<file path="config.mk">
export PLATFORM = sky130hd
export DESIGN_NAME = quiz_round_ctrl
export DESIGN_NICKNAME = d
export VERILOG_FILES = /design/src/rtl/quiz_round_ctrl.sv
export SDC_FILE = /design/constraint.sdc
export NUM_CORES = 1
export LEC_CHECK = 0
export ABC_AREA = 1
export CELL_PAD_IN_SITES_DETAIL_PLACEMENT = 1
export CELL_PAD_IN_SITES_GLOBAL_PLACEMENT = 2
export CORE_ASPECT_RATIO = 1.1
export CORE_MARGIN = 5
export CORE_UTILIZATION = 34
export CTS_BUF_LIST = sky130_fd_sc_hd__clkbuf_4 sky130_fd_sc_hd__clkbuf_8
export DETAILED_ROUTE_END_ITERATION = 8
export GPL_TIMING_DRIVEN = 0
export PLACE_DENSITY_LB_ADDON = 0.1
export SLEW_MARGIN = 40
export SYNTH_ARGS = -nofsm -noshare
export SYNTH_HDL_FRONTEND = slang
export SYNTH_SLANG_ARGS = --single-unit
</file>
<file path="constraint.sdc">
create_clock -name clk -period 3.7 [get_ports clk]
set_input_delay 0.555 -clock clk [delete_from_list [all_inputs] [get_ports clk]]
set_output_delay 0.555 -clock clk [all_outputs]
set_load 0.05 [all_outputs]
</file>
<file path="src/rtl/quiz_round_ctrl.sv">
// Buzz-in round sequencer: latches game settings, arbitrates 4 buzzers, times the answer window, keeps scores.
// Optional macro FALSE_START_EN: penalise and lock out players who buzz before the round opens.
module quiz_round_ctrl #(
   parameter int TICK_CYCLES = 100000000,
   parameter int SCORE_W     = 8
) (
   input  logic                   clk,
   input  logic                   rst,
   input  logic                   cfg_done,
   input  logic [5:0]             num_people,
   input  logic [5:0]             count_seconds,
   input  logic [5:0]             correct_point,
   input  logic [5:0]             mistake_point,
   input  logic                   start_btn,
   input  logic [3:0]             buzz,
   input  logic                   judge_ok,
   input  logic                   judge_bad,
   output logic [1:0]             state,
   output logic                   winner_valid,
   output logic [1:0]             winner_id,
   output logic [5:0]             seconds_left,
   output logic [4*SCORE_W-1:0]   scores,
   output logic                   timeout_pulse,
   output logic                   speaker_en
);

   localparam int PW = (TICK_CYCLES > 1) ? $clog2(TICK_CYCLES) : 1;
   localparam int EW = SCORE_W + 8;
   localparam logic signed [EW-1:0] SMAX = {{9{1'b0}}, {(SCORE_W-1){1'b1}}};
   localparam logic signed [EW-1:0] SMIN = {{9{1'b1}}, {(SCORE_W-1){1'b0}}};

   typedef enum logic [1:0] {S_IDLE = 2'd0, S_READY = 2'd1, S_OPEN = 2'd2, S_ANSWER = 2'd3} state_t;
   state_t cur, nxt;

   logic start_r, start_p, ok_r, ok_p, bad_r, bad_p;
   logic [3:0] buzz_r, buzz_p;
   logic [5:0] np_q, cs_q, cp_q, mp_q;
   logic [PW-1:0] presc;
   logic [SCORE_W-1:0] score_q [4];
   logic start_e, ok_e, bad_e, judge_one, tick, expire, cfg_drop;
   logic [3:0] buzz_e, np_mask, eligible;
   logic do_win, do_timeout, do_add, do_sub, round_end;
`ifdef FALSE_START_EN
   logic [3:0] lock_q, fs_hit;
`endif

   function automatic logic [SCORE_W-1:0] sat_step(input logic [SCORE_W-1:0] s,
                                                    input logic [5:0] pts, input logic sub);
      logic signed [EW-1:0] r;
      r = sub ? (EW'($signed(s)) - EW'(pts)) : (EW'($signed(s)) + EW'(pts));
      if (r > SMAX)      return SMAX[SCORE_W-1:0];
      else if (r < SMIN) return SMIN[SCORE_W-1:0];
      else               return r[SCORE_W-1:0];
   endfunction

   // Button edges come from the registered copy, so an event acts one edge after it is seen.
   always_comb begin
      start_e   = start_r & ~start_p;
      buzz_e    = buzz_r & ~buzz_p;
      ok_e      = ok_r & ~ok_p;
      bad_e     = bad_r & ~bad_p;
      judge_one = ok_e ^ bad_e;
      tick      = (presc == PW'(TICK_CYCLES - 1));
      expire    = tick && (seconds_left == 6'd1);
      cfg_drop  = (cur != S_IDLE) && !cfg_done;
      for (int i = 0; i < 4; i++) np_mask[i] = (6'(i) < np_q);
`ifdef FALSE_START_EN
      eligible  = buzz_e & np_mask & ~lock_q;
      fs_hit    = (cur == S_READY && !cfg_drop) ? (buzz_e & np_mask) : 4'b0;
`else
      eligible  = buzz_e & np_mask;
`endif
   end

   always_ff @(posedge clk or negedge rst) begin
      if (!rst) cur <= S_IDLE;
      else      cur <= nxt;
   end

   always_comb begin
      nxt = cur;
      if (cfg_drop) nxt = S_IDLE;
      else begin
         case (cur)
            S_IDLE:   if (cfg_done) nxt = S_READY;
            S_READY:  if (start_e) nxt = S_OPEN;
            S_OPEN:   if (|eligible) nxt = S_ANSWER;
                      else if (expire) nxt = S_READY;
            S_ANSWER: if (judge_one || expire) nxt = S_READY;
            default:  nxt = S_IDLE;
         endcase
      end
   end

   // A win beats a same-cycle tick; a single judge beats the expiring tick.
   always_comb begin
      do_win     = (cur == S_OPEN) && !cfg_drop && (|eligible);
      do_timeout = !cfg_drop && expire &&
                   ((cur == S_OPEN && !(|eligible)) || (cur == S_ANSWER && !judge_one));
      do_add     = !cfg_drop && (cur == S_ANSWER) && ok_e && !bad_e;
      do_sub     = !cfg_drop && (cur == S_ANSWER) && ((bad_e && !ok_e) || (expire && !judge_one));
      round_end  = !cfg_drop && (cur == S_OPEN || cur == S_ANSWER) && (nxt == S_READY);
   end

   always_ff @(posedge clk or negedge rst) begin
      if (!rst) begin
         {start_r, start_p, ok_r, ok_p, bad_r, bad_p} <= '0;
         buzz_r        <= '0;
         buzz_p        <= '0;
         {np_q, cs_q, cp_q, mp_q} <= '0;
         presc         <= '0;
         winner_valid  <= 1'b0;
         winner_id     <= 2'd0;
         seconds_left  <= 6'd0;
         timeout_pulse <= 1'b0;
         for (int i = 0; i < 4; i++) score_q[i] <= '0;
`ifdef FALSE_START_EN
         lock_q        <= '0;
`endif
      end else begin
         start_r <= start_btn;  start_p <= start_r;
         buzz_r  <= buzz;       buzz_p  <= buzz_r;
         ok_r    <= judge_ok;   ok_p    <= ok_r;
         bad_r   <= judge_bad;  bad_p   <= bad_r;
         timeout_pulse <= do_timeout;
         if (cfg_drop) begin
            winner_valid <= 1'b0;
            seconds_left <= 6'd0;
            presc        <= '0;
         end else begin
            case (cur)
               S_IDLE: if (cfg_done) begin
                  {np_q, cs_q, cp_q, mp_q} <= {num_people, count_seconds, correct_point, mistake_point};
                  for (int i = 0; i < 4; i++) score_q[i] <= '0;
`ifdef FALSE_START_EN
                  lock_q <= '0;
`endif
               end
               S_READY: begin
                  if (start_e) begin
                     seconds_left <= cs_q;
                     presc        <= '0;
                     winner_valid <= 1'b0;
                  end
`ifdef FALSE_START_EN
                  for (int i = 0; i < 4; i++)
                     if (fs_hit[i]) score_q[i] <= sat_step(score_q[i], mp_q, 1'b1);
                  lock_q <= lock_q | fs_hit;
`endif
               end
               default: begin
                  if (do_win) begin
                     for (int i = 3; i >= 0; i--)
                        if (eligible[i]) winner_id <= 2'(i);
                     winner_valid <= 1'b1;
                     seconds_left <= cs_q;
                     presc        <= '0;
                  end else begin
                     presc <= tick ? '0 : presc + PW'(1);
                     if (tick && seconds_left != 6'd0) seconds_left <= seconds_left - 6'd1;
                  end
                  if (do_add)      score_q[winner_id] <= sat_step(score_q[winner_id], cp_q, 1'b0);
                  else if (do_sub) score_q[winner_id] <= sat_step(score_q[winner_id], mp_q, 1'b1);
`ifdef FALSE_START_EN
                  if (round_end) lock_q <= '0;
`endif
               end
            endcase
         end
      end
   end

   // winner_valid is a level qualifier for winner_id; there is no ready/acknowledge side.
   always_comb begin
      state      = cur;
      speaker_en = (cur == S_ANSWER);
      for (int i = 0; i < 4; i++) scores[i*SCORE_W +: SCORE_W] = score_q[i];
   end

endmodule
</file>
==> flow_summary.toml <==
[run]
maxCapViolations = 0

[worst_setup_path]
cp_slowest_cell = "nor2_1"
rr_endpoint = "scores[2]$_DFFE_PN0P_"
critical_path_class = "reg -> reg"
cp.arrival_ns = 3.83
crit_buf_inv = 4
crit_chain = "buf_6 > nor2_1 > a22oi_1 > and2_1 > ha_1 > inv_1 > fa_1 > nand3_1 > nand3_1 > nand2_1 > a21oi_1 > nand4_1 > nand2_1 > inv_2 > nand2_1 > nand2_1 > inv_2 > nand2_1 > nand2_1"
reg2reg_depth = 19
critPathLaunchType = "flip-flop"
reg2reg_from = "winner_id[1]$_DFFE_PN0P_"
critPathMostFrequentCell = "nand2_1"
worstSetupEndpointType = "flip-flop"
cp_max_fo = 10
reg2reg_slack_ns = 0.23
critPathRequiredTime_ns = 4.06
critical_path.top_delay_family = "simple AND/OR/NAND/NOR gates"
max_stage_delay_ns = 0.60

[synthesis]
yosysWarningCount = 0
synth_compound_area_frac = 0.07144
syn_area_um2 = 6533
syn_avg_cell_area_um2 = 7.795
synth-simple-area-share = 0.3492
syn_nets = 895
synth_top_family_by_area = "simple AND/OR/NAND/NOR gates"
synth-seq-area-share = 0.4175
synth-xor-area-share = 0.02547
synth_cell_type_count = 43
muxShareOfSynthArea = 0.02413
ys_seq_elements = 109
synthAdderAreaFrac = 0.04635
postSynthCellCount = 838

[drt]
vias_per_cell = 4.932
antenna_left = 0
drc = 0
top_layer = "met4"
post_drt_wl_per_cell_um = 16.94
vias = 5820
wl_met3_um = 473
wl_met2_um = 10500
firstDrtPassIters = 4
drtIter0Drc = 184
routed_wl_um = 19990
m1WireLength_um = 8676

[placed_design]
place_congestion = 0.8298
dp_hpwl_um = 15530
portBuffers = 78
dpl.cell_count = 1164

[clocking]
clock_latency_ns = 0.41
htree_levels = 3
clk_pin_slew_ns = 0.13
clkSinkCount = 109
cts_buffer_depth = 2
cts_setup_buffers = 0
cts_tree = "done"
cts_buffers = 9
cts-root-buf = "clkbuf_8"
post_cts_resized = 0
cts_hold_buf = 0

[die]
start_util = 0.3432
die_h_um = 155.4
die_width_um = 142.2
coreArea_um2 = 19030
dieArea_um2 = 22090
io_pins = 79
core.rowCount = 53

[global_routing]
grt_pass1_wl_um = 33240
grt_pass1_vias = 6441
antenna_found_initial = 0
grt_max_degree = 72
grt_overflow_total = 0
track_usage = 0.1888

[sta]
fmax_mhz = 288.2
setup_tns_ns = 0
rsz0062_at_grt = "no"
hold_ws_ns = 0.01265
slew_viol_final = 0
relSlewSlack = 0.4884
fin_crit_ns = 3.470
setup_viol = 0
worst-slew-pin-transition_ns = 0.7646
hold_viol = 0
finClkSkew_ns = 0.02046
post-route-period-util = 0.9378

[cells_and_area]
layout-drive-gt1-share = 0.1158
diodes = 0
nets = 985
final-instance-count-excl-fill = 1180
area_growth_pct = 20.49
utilization = 0.4136

[power]
design_power_total_mw = 6.799
powerDensity_nw_per_um2 = 863.7
peakVddDrop_v = 0.0004173
p_leak_nw = 3.820

[run_status]
status = "completed"

[hold_path]
min_path_type = "in -> async"
==> through the flow <==
stage               worst slack (ns)  instance area [µm²]
global placement              -2.456                 7622
floorplan                     0.7990                 6533
CTS                           0.2377                 7871
finish                        0.2303                 7871
detailed placement            0.2606                 7655
global route                0.004172                 7871
==> layout by cell type (no fill, tap or decap), types with 3 or more instances in the layout <==
cell type / netlist / layout
nand3b_1: 4 / 4
inv_1: 76 / 76
o41ai_1: 3 / 3
a22oi_1: 8 / 8
o21ai_0: 15 / 15
nor2_2: 6 / 6
o21ai_1: 3 / 3
dfrtp_1: 109 / 109
nand2_1: 281 / 281
clkbuf_1: 5 / 5
nor3_1: 20 / 20
nand2_4: 8 / 8
inv_2: 18 / 18
nand3_1: 51 / 51
buf_6: 4 / 4
a21oi_4: 7 / 7
ha_1: 21 / 21
a21oi_1: 21 / 21
clkbuf_8: 0 / 9
xor2_1: 13 / 13
nand2_2: 11 / 11
nand3_2: 8 / 8
nor2_1: 81 / 81
clkdlybuf4s50_1: 0 / 77
nor3_2: 4 / 4
xnor2_1: 6 / 6
nand4_1: 14 / 14
mux2_2: 14 / 14
==> cells in the mapped netlist, drive strengths merged <==
| cell | number | area share |
|---|---|---|
| nand2 | 300 | 0.19 |
| dfrtp | 109 | 0.42 |
| inv | 94 | 0.054 |
| nor2 | 91 | 0.062 |
| nand3 | 59 | 0.051 |
| a21oi | 29 | 0.035 |
| nor3 | 24 | 0.021 |
| ha | 21 | 0.040 |
| o21ai | 18 | 0.014 |
| nand4 | 16 | 0.017 |
| mux2 | 14 | 0.024 |
| xor2 | 13 | 0.017 |
| a22oi | 8 | 0.0092 |
| buf | 6 | 0.0084 |
| xnor2 | 6 | 0.0080 |
| clkbuf | 5 | 0.0029 |
| nand3b | 4 | 0.0046 |
| o41ai | 3 | 0.0040 |
| a31oi | 2 | 0.0019 |
| and2 | 2 | 0.0019 |
| fa | 2 | 0.0061 |
| nor3b | 2 | 0.0031 |
| o21bai | 2 | 0.0023 |
| o22ai | 2 | 0.0019 |
| o31ai | 2 | 0.0023 |
| a21boi | 1 | 0.0011 |
| clkinv | 1 | 0.00057 |
| nor4 | 1 | 0.00096 |
| or2 | 1 | 0.00096 |
==> worst max-delay path by stage <==
stage / endpoint / depth (start not counted) / start / slack (ns)
after floorplan: scores[0]$_DFFE_PN0P_ / 21 / winner_id[0]$_DFFE_PN0P_ / 0.80
after global placement: presc[23]$_DFFE_PN0P_ / 1 / rst / -2.46
after detailed placement: scores[2]$_DFFE_PN0P_ / 19 / winner_id[1]$_DFFE_PN0P_ / 0.26
after CTS: scores[2]$_DFFE_PN0P_ / 19 / winner_id[1]$_DFFE_PN0P_ / 0.24
after global routing: scores[24]$_DFFE_PN0P_ / 19 / winner_id[1]$_DFFE_PN0P_ / 0.004
final: scores[2]$_DFFE_PN0P_ / 19 / winner_id[1]$_DFFE_PN0P_ / 0.23
==> where the power goes <==
group / leakage (nW) / internal (mW) / switching (mW) / total, mW
clock: 0.109 / 0.332 / 0.499 / 0.831
sequential: 1.40 / 1.52 / 0.273 / 1.79
combinational: 2.31 / 1.36 / 2.81 / 4.17
==> state kept, by name, indices dropped and copies added, names as in the netlist, 4 cells and up <==
| name | flops |
|---|---|
| buzz_p | 4 |
| scores | 32 |
| cp_q | 6 |
| np_q | 6 |
| presc | 27 |
| cs_q | 6 |
| seconds_left | 6 |
| buzz_r | 4 |
| mp_q | 6 |
==> logic make-up after synthesis <==
kind of cell	Yosys count
AND/OR/NAND/NOR	500
flip-flops	109
buffers and inverters	106
AO/OA/AOI/OAI	67
adder cells (fa/ha/maj)	23
XOR/XNOR	19
multiplexers	14
==> per-layer routing <==
layer,vias up,track usage
met1,2880,0.2297
met2,64,0.3470
met5,-,0
met4,0,0.05759
met3,18,0.02090
li1,2858,-
==> cell type report <==
| type | instances | area (µm²) |
|---|---|---|
| clock buffer | 9 | 123.9 |
| multi-input combinational | 623 | 3374 |
| clock inverter | 7 | 92.59 |
| fill | 2332 | 11160 |
| sequential | 109 | 2728 |
| inverter | 95 | 356.6 |
| tap | 247 | 309.0 |
| timing repair buffer | 79 | 813.3 |
| buffer | 11 | 73.82 |
==> worst register-to-register path: cells and delay by family, from the launching register on <==
| kind | cells | cell delay, ns |
|---|---|---|
| AO/OA/AOI/OAI | 2 | 0.26 |
| adder cells (fa/ha/maj) | 2 | 0.51 |
| flip-flops | 1 | 0.49 |
| AND/OR/NAND/NOR | 11 | 1.67 |
| buffers and inverters | 4 | 0.51 |
Note: power is estimated with default switching activity, not from simulation.
==> patch 1 (same flow settings) <==
Add a define of `FALSE_START_EN`.
--- a/src/rtl/quiz_round_ctrl.sv
+++ b/src/rtl/quiz_round_ctrl.sv
@@ -1,5 +1,7 @@
 // Buzz-in round sequencer: latches game settings, arbitrates 4 buzzers, times the answer window, keeps scores.
 // Optional macro FALSE_START_EN: penalise and lock out players who buzz before the round opens.
+`define FALSE_START_EN
+
 module quiz_round_ctrl #(
    parameter int TICK_CYCLES = 100000000,
    parameter int SCORE_W     = 8
Behaviour: not the same (Yosys sat finds a counterexample within 4 cycles, from zero or initial values and one cycle with rst low).
==> patch 1 against the unedited design <==
Sequential cell count up 4; area after synthesis rose by 24%; count of clock-buffer cells in the layout rose by 9; global-route usage up 1.8 points; setup slack got worse by 55 ps; final area up 23%; wire length rose by 36%; combinational power rose by 27%; largest cell class unchanged; critical path type unchanged; critical path depth did not move; core utilization fell by 0.20 points; sequential power increased by 3%; power is 21% higher; hold slack better by 47 ps; first-iteration DRC count up 29%.
==> patch 1: results (changes against the unedited design) <==
Largest voltage drop on the vdd net - 0.463 mV (+11%)
Final weighted congestion in routability-driven placement - 0.829 (about the same)
Maximum number of pins on one net before global-route repair - 64 (-11%)
Routed vias - 7,577 (+30%)
Overall routing resource usage - 20.7% (+1.8 points)
Number of input and output port buffers inserted - 78 (unchanged)
Detailed-router iteration count before antenna repair - 4 (unchanged)
Number of buffers created by CTS - 17 (+8)
Clock transition at the registers of the reported paths - 80 ps (-50 ps)
Async set-or-reset flop fraction in the synthesized netlist - 100% (unchanged)
Number of synthesis warnings - 0 (unchanged)
Proportion of layout cells with a drive suffix above 1 - 8.99% (-2.6 points)
Latest clock arrival within the worst-skew pair - 450 ps (+40 ps)
Sequential area share after synthesis - 34.9% (-6.8 points)
1st-iter DRT viols - 238 (+29%)
Category of the worst setup path launch point - register
Startpoint of the lowest-slack register-to-register path - winner_id[0]$_DFFE_PN0P_
Number of antenna diodes - 0 (unchanged)
Clock Root Buffer - sky130_fd_sc_hd__clkbuf_8
Instance area after placement - 0.00929 mm2 (+21%)
Final Slew Violations - 0 (unchanged)
Via count of the first global-routing pass - 8,032 (+25%)
Leading cell types by total area after synthesis - sky130_fd_sc_hd__dfrtp_1 (35%), sky130_fd_sc_hd__nand2_1 (12%), sky130_fd_sc_hd__nand3_1 (6.9%)
Routed length per instance - 17.8 um (+5.4%)
CP Max Fanout - 8 (-2)
Number of antenna violations at the first check in global routing - 0 (unchanged)
Global-route wire length before repair - 43,400 um (+31%)
Slew at the pin with the worst max-slew slack - 777 ps (+12.1 ps)
HP Class - primary input to asynchronous set/reset pin
Most common flop cell mapped by yosys - sky130_fd_sc_hd__dfrtp_1
Static leakage - 0.00471 uW (+23%)
# setup viols final - 0 (unchanged)
Post-layout net count - 1,281 (+30%)
Outcome - finished, final reports clean
Nets in the synthesized netlist - 1,181 (+32%)
Worst path arrival time - 3870 ps (+40 ps)
Dpl hpwl - 21,500 um (+39%)
Maximum level of the CTS H-tree - 4 (+1)
Distinct cell type count after synthesis - 49 (+14%)
Clock skew after layout - 11.8 ps (-8.68 ps)
Number of buffers between clock root and the deepest sink - 2 (unchanged)
Most common library cells after synthesis - sky130_fd_sc_hd__nand2_1 (263), sky130_fd_sc_hd__inv_1 (139), sky130_fd_sc_hd__nor2_1 (120), sky130_fd_sc_hd__dfrtp_1 (113), sky130_fd_sc_hd__nand3_1 (111)
patch 1: logic make-up after synthesis:
kind of cell,synth area share (%)
and+or+nand+nor,31.4
xor gates and xnor gates,4.98
adders and majority gates,7.82
muxes,2.63
AOI/OAI and AO/OA,10.0
buffers and inverters,8.27
DFF,34.9
patch 1: final cells by class:
cell class              count  area, um2
fillers                  2969      13900
multi-input cells         822       4630
flip-flops and latches    113       2830
repair buffers             81        828
inverters                 147        556
well taps                 305        382
clock buffers              18        248
plain buffers              18        114
clock inverters            14        106
patch 1: what timing repair did:
item | in CTS | in global routing
setup buffers | 0 | 2
resized for setup | 0 | 7
endpoints found under the setup margin | 0 | 28
endpoints found under the hold margin | 0 | 0
patch 1: final timing paths:
check / to / slack [ps] / cells past startpoint
worst max-delay path: register / 180 / 19
worst min-delay path: asynchronous set/reset pin / 60 / 1
worst max register to register: register / 180 / 19
min in group clk: buzz_p[3]$_DFF_PN0_ / 380 / 0
worst min register to register: buzz_p[3]$_DFF_PN0_ / 380 / 0
max in group asynchronous: winner_id[1]$_DFFE_PN0P_ / 2980 / 2
patch 1: per-layer routing:
metal  GRT usage (%)  up-vias  wire length, um
li1                -     3795                -
met1            25.4     3649            12000
met2            37.5       94            13800
met3            3.08       39              614
met4            6.25        0              644
met5               0        -                0
patch 1: per-stage QoR:
step	utilization, %	total power [uW]	setup slack, ps	instances	hold slack [ps]
final	41.2	8240	175	1518	59.4
after global routing	41.2	8970	6.16	1518	82.6
after floorplan	-	5440	771	1100	259
after global placement	39.3	7080	-2790	1483	359
after detailed placement	39.5	7120	53.8	1484	365
after CTS	41.0	8260	38.0	1516	63.7
patch 1: worst max-delay path, stage by stage (launching register included):
cell and delay (ps):
sky130_fd_sc_hd__dfrtp_1 410, sky130_fd_sc_hd__buf_2 190, sky130_fd_sc_hd__nand2_1 160, sky130_fd_sc_hd__inv_1 150, sky130_fd_sc_hd__a22oi_1 350, sky130_fd_sc_hd__o221ai_2 270, sky130_fd_sc_hd__ha_1 460, sky130_fd_sc_hd__nand2_1 100
sky130_fd_sc_hd__nor2_1 90, sky130_fd_sc_hd__nand2_1 50, sky130_fd_sc_hd__nand3_1 120, sky130_fd_sc_hd__nand2_1 70, sky130_fd_sc_hd__nand2_1 100, sky130_fd_sc_hd__nand3_1 110, sky130_fd_sc_hd__nand3_2 150, sky130_fd_sc_hd__nand3_1 280
sky130_fd_sc_hd__nand3_1 160, sky130_fd_sc_hd__nand2_1 60, sky130_fd_sc_hd__nand2_1 70, sky130_fd_sc_hd__nand2_1 50
patch 1: where the power goes:
group | switching [uW] | internal (uW) | leakage [uW]
sequential | 336 | 1500 | 0.00141
combinational | 3520 | 1790 | 0.00313
clock | 608 | 487 | 0.000173
total | 4470 | 3770 | 0.00471
==> patch 2 (same settings) <==
Made on the original files. Reset style: synchronous (`rst`), changed in 2 clocked blocks.
--- a/src/rtl/quiz_round_ctrl.sv
+++ b/src/rtl/quiz_round_ctrl.sv
@@ -72,7 +72,7 @@
 `endif
    end
 
-   always_ff @(posedge clk or negedge rst) begin
+   always_ff @(posedge clk) begin
       if (!rst) cur <= S_IDLE;
       else      cur <= nxt;
    end
@@ -102,7 +102,7 @@
       round_end  = !cfg_drop && (cur == S_OPEN || cur == S_ANSWER) && (nxt == S_READY);
    end
 
-   always_ff @(posedge clk or negedge rst) begin
+   always_ff @(posedge clk) begin
       if (!rst) begin
          {start_r, start_p, ok_r, ok_p, bad_r, bad_p} <= '0;
          buzz_r        <= '0;
Function: differs if rst is asserted again (counterexample within 4 cycles, from zero or initial values and one cycle with rst low); with rst held inactive, the same outputs for 4 cycles.
==> patch 2 against the unedited design <==
Final area shrank 2.7%; power decreased by 28%; clock skew down 4.3 ps; sequential cell count rose by 2; setup slack improved by 73 ps; wire length fell by 2.9%; area after synthesis fell by 2.5%; global-route usage down 0.56 points.
==> patch 2: results (changes against the unedited design) <==
Multi-input combinational area share - 43.4% (+0.49 points)
Layout clock area frac - 2.68% (-0.072 points)
Total area of multi-input combinational cells - 0.00332 mm2 (-1.6%)
Adder-cell area share of the yosys netlist - 4.95% (+0.31 points)
Global-route wire length before repair - 32,000 um (-3.7%)
Routed length per instance - 16.0 um (-5.3%)
Proportion of synthesized area in mux cells - 0.157% (-2.3 points)
Headroom to the max-slew limit - 57.2% (+8.4 points)
Final weighted congestion in routability-driven placement - 0.826 (-0.42%)
Maximum clock frequency - 0.294 GHz (+2.1%)
Outcome - finished, final reports clean
Largest voltage drop on the vdd net - 0.439 mV (+5.2%)
Detailed route wirelength on metal2 - 10,000 um (-4.3%)
Worst setup timing slack at the placement stage - 302 ps (+41.0 ps)
Via count of the first global-routing pass - 6,383 (-0.90%)
HP Class - register to register
Instance area after placement - 0.00746 mm2 (-2.6%)
Static leakage - 0.00316 uW (-17%)
1st-iter DRT viols - 181 (-1.6%)
Synth Area in Compound Gates - 9.90% (+2.8 points)
Part of the total power dissipated in sequential elements - 32.6% (+6.2 points)
Vias per inst - 4.92 (-0.18%)
Nets in the synthesized netlist - 931 (+4.0%)
CTS sink count - 111 (+1.8%)
Length of routed met3 wiring - 561 um (+19%)
Count of flip-flops with a built-in enable after synthesis - 32 (+32)
Combinational share of power - 51.4% (-10 points)
Seq. pwr - 1600 uW (-11%)
Register area - 0.00254 mm2 (-6.8%)
Post-Synth XOR/XNOR Area - 3.16% (+0.61 points)
[patch 2: changes by cell type in the layout (fill, tap and decap cells not counted), moves of 14 or more]
cell and delta:
sky130_fd_sc_hd__a21oi_1 +26, sky130_fd_sc_hd__dfxtp_1 +79, sky130_fd_sc_hd__dfrtp_1 -109, sky130_fd_sc_hd__edfxtp_1 +32, sky130_fd_sc_hd__inv_1 +22, sky130_fd_sc_hd__mux2_2 -14, sky130_fd_sc_hd__o21ai_0 +30, sky130_fd_sc_hd__nor2_1 +63
sky130_fd_sc_hd__nand2_1 -83
[patch 2: worst min path at each step]
stage,end,depth (start not counted),slack [ps]
floorplan,buzz_p[0]$_SDFF_PN0_,2,410
global placement,buzz_p[1]$_SDFF_PN0_,2,420
detailed placement,buzz_p[2]$_SDFF_PN0_,2,430
CTS,buzz_p[2]$_SDFF_PN0_,2,450
global route,buzz_p[2]$_SDFF_PN0_,2,480
finish,buzz_p[2]$_SDFF_PN0_,2,440
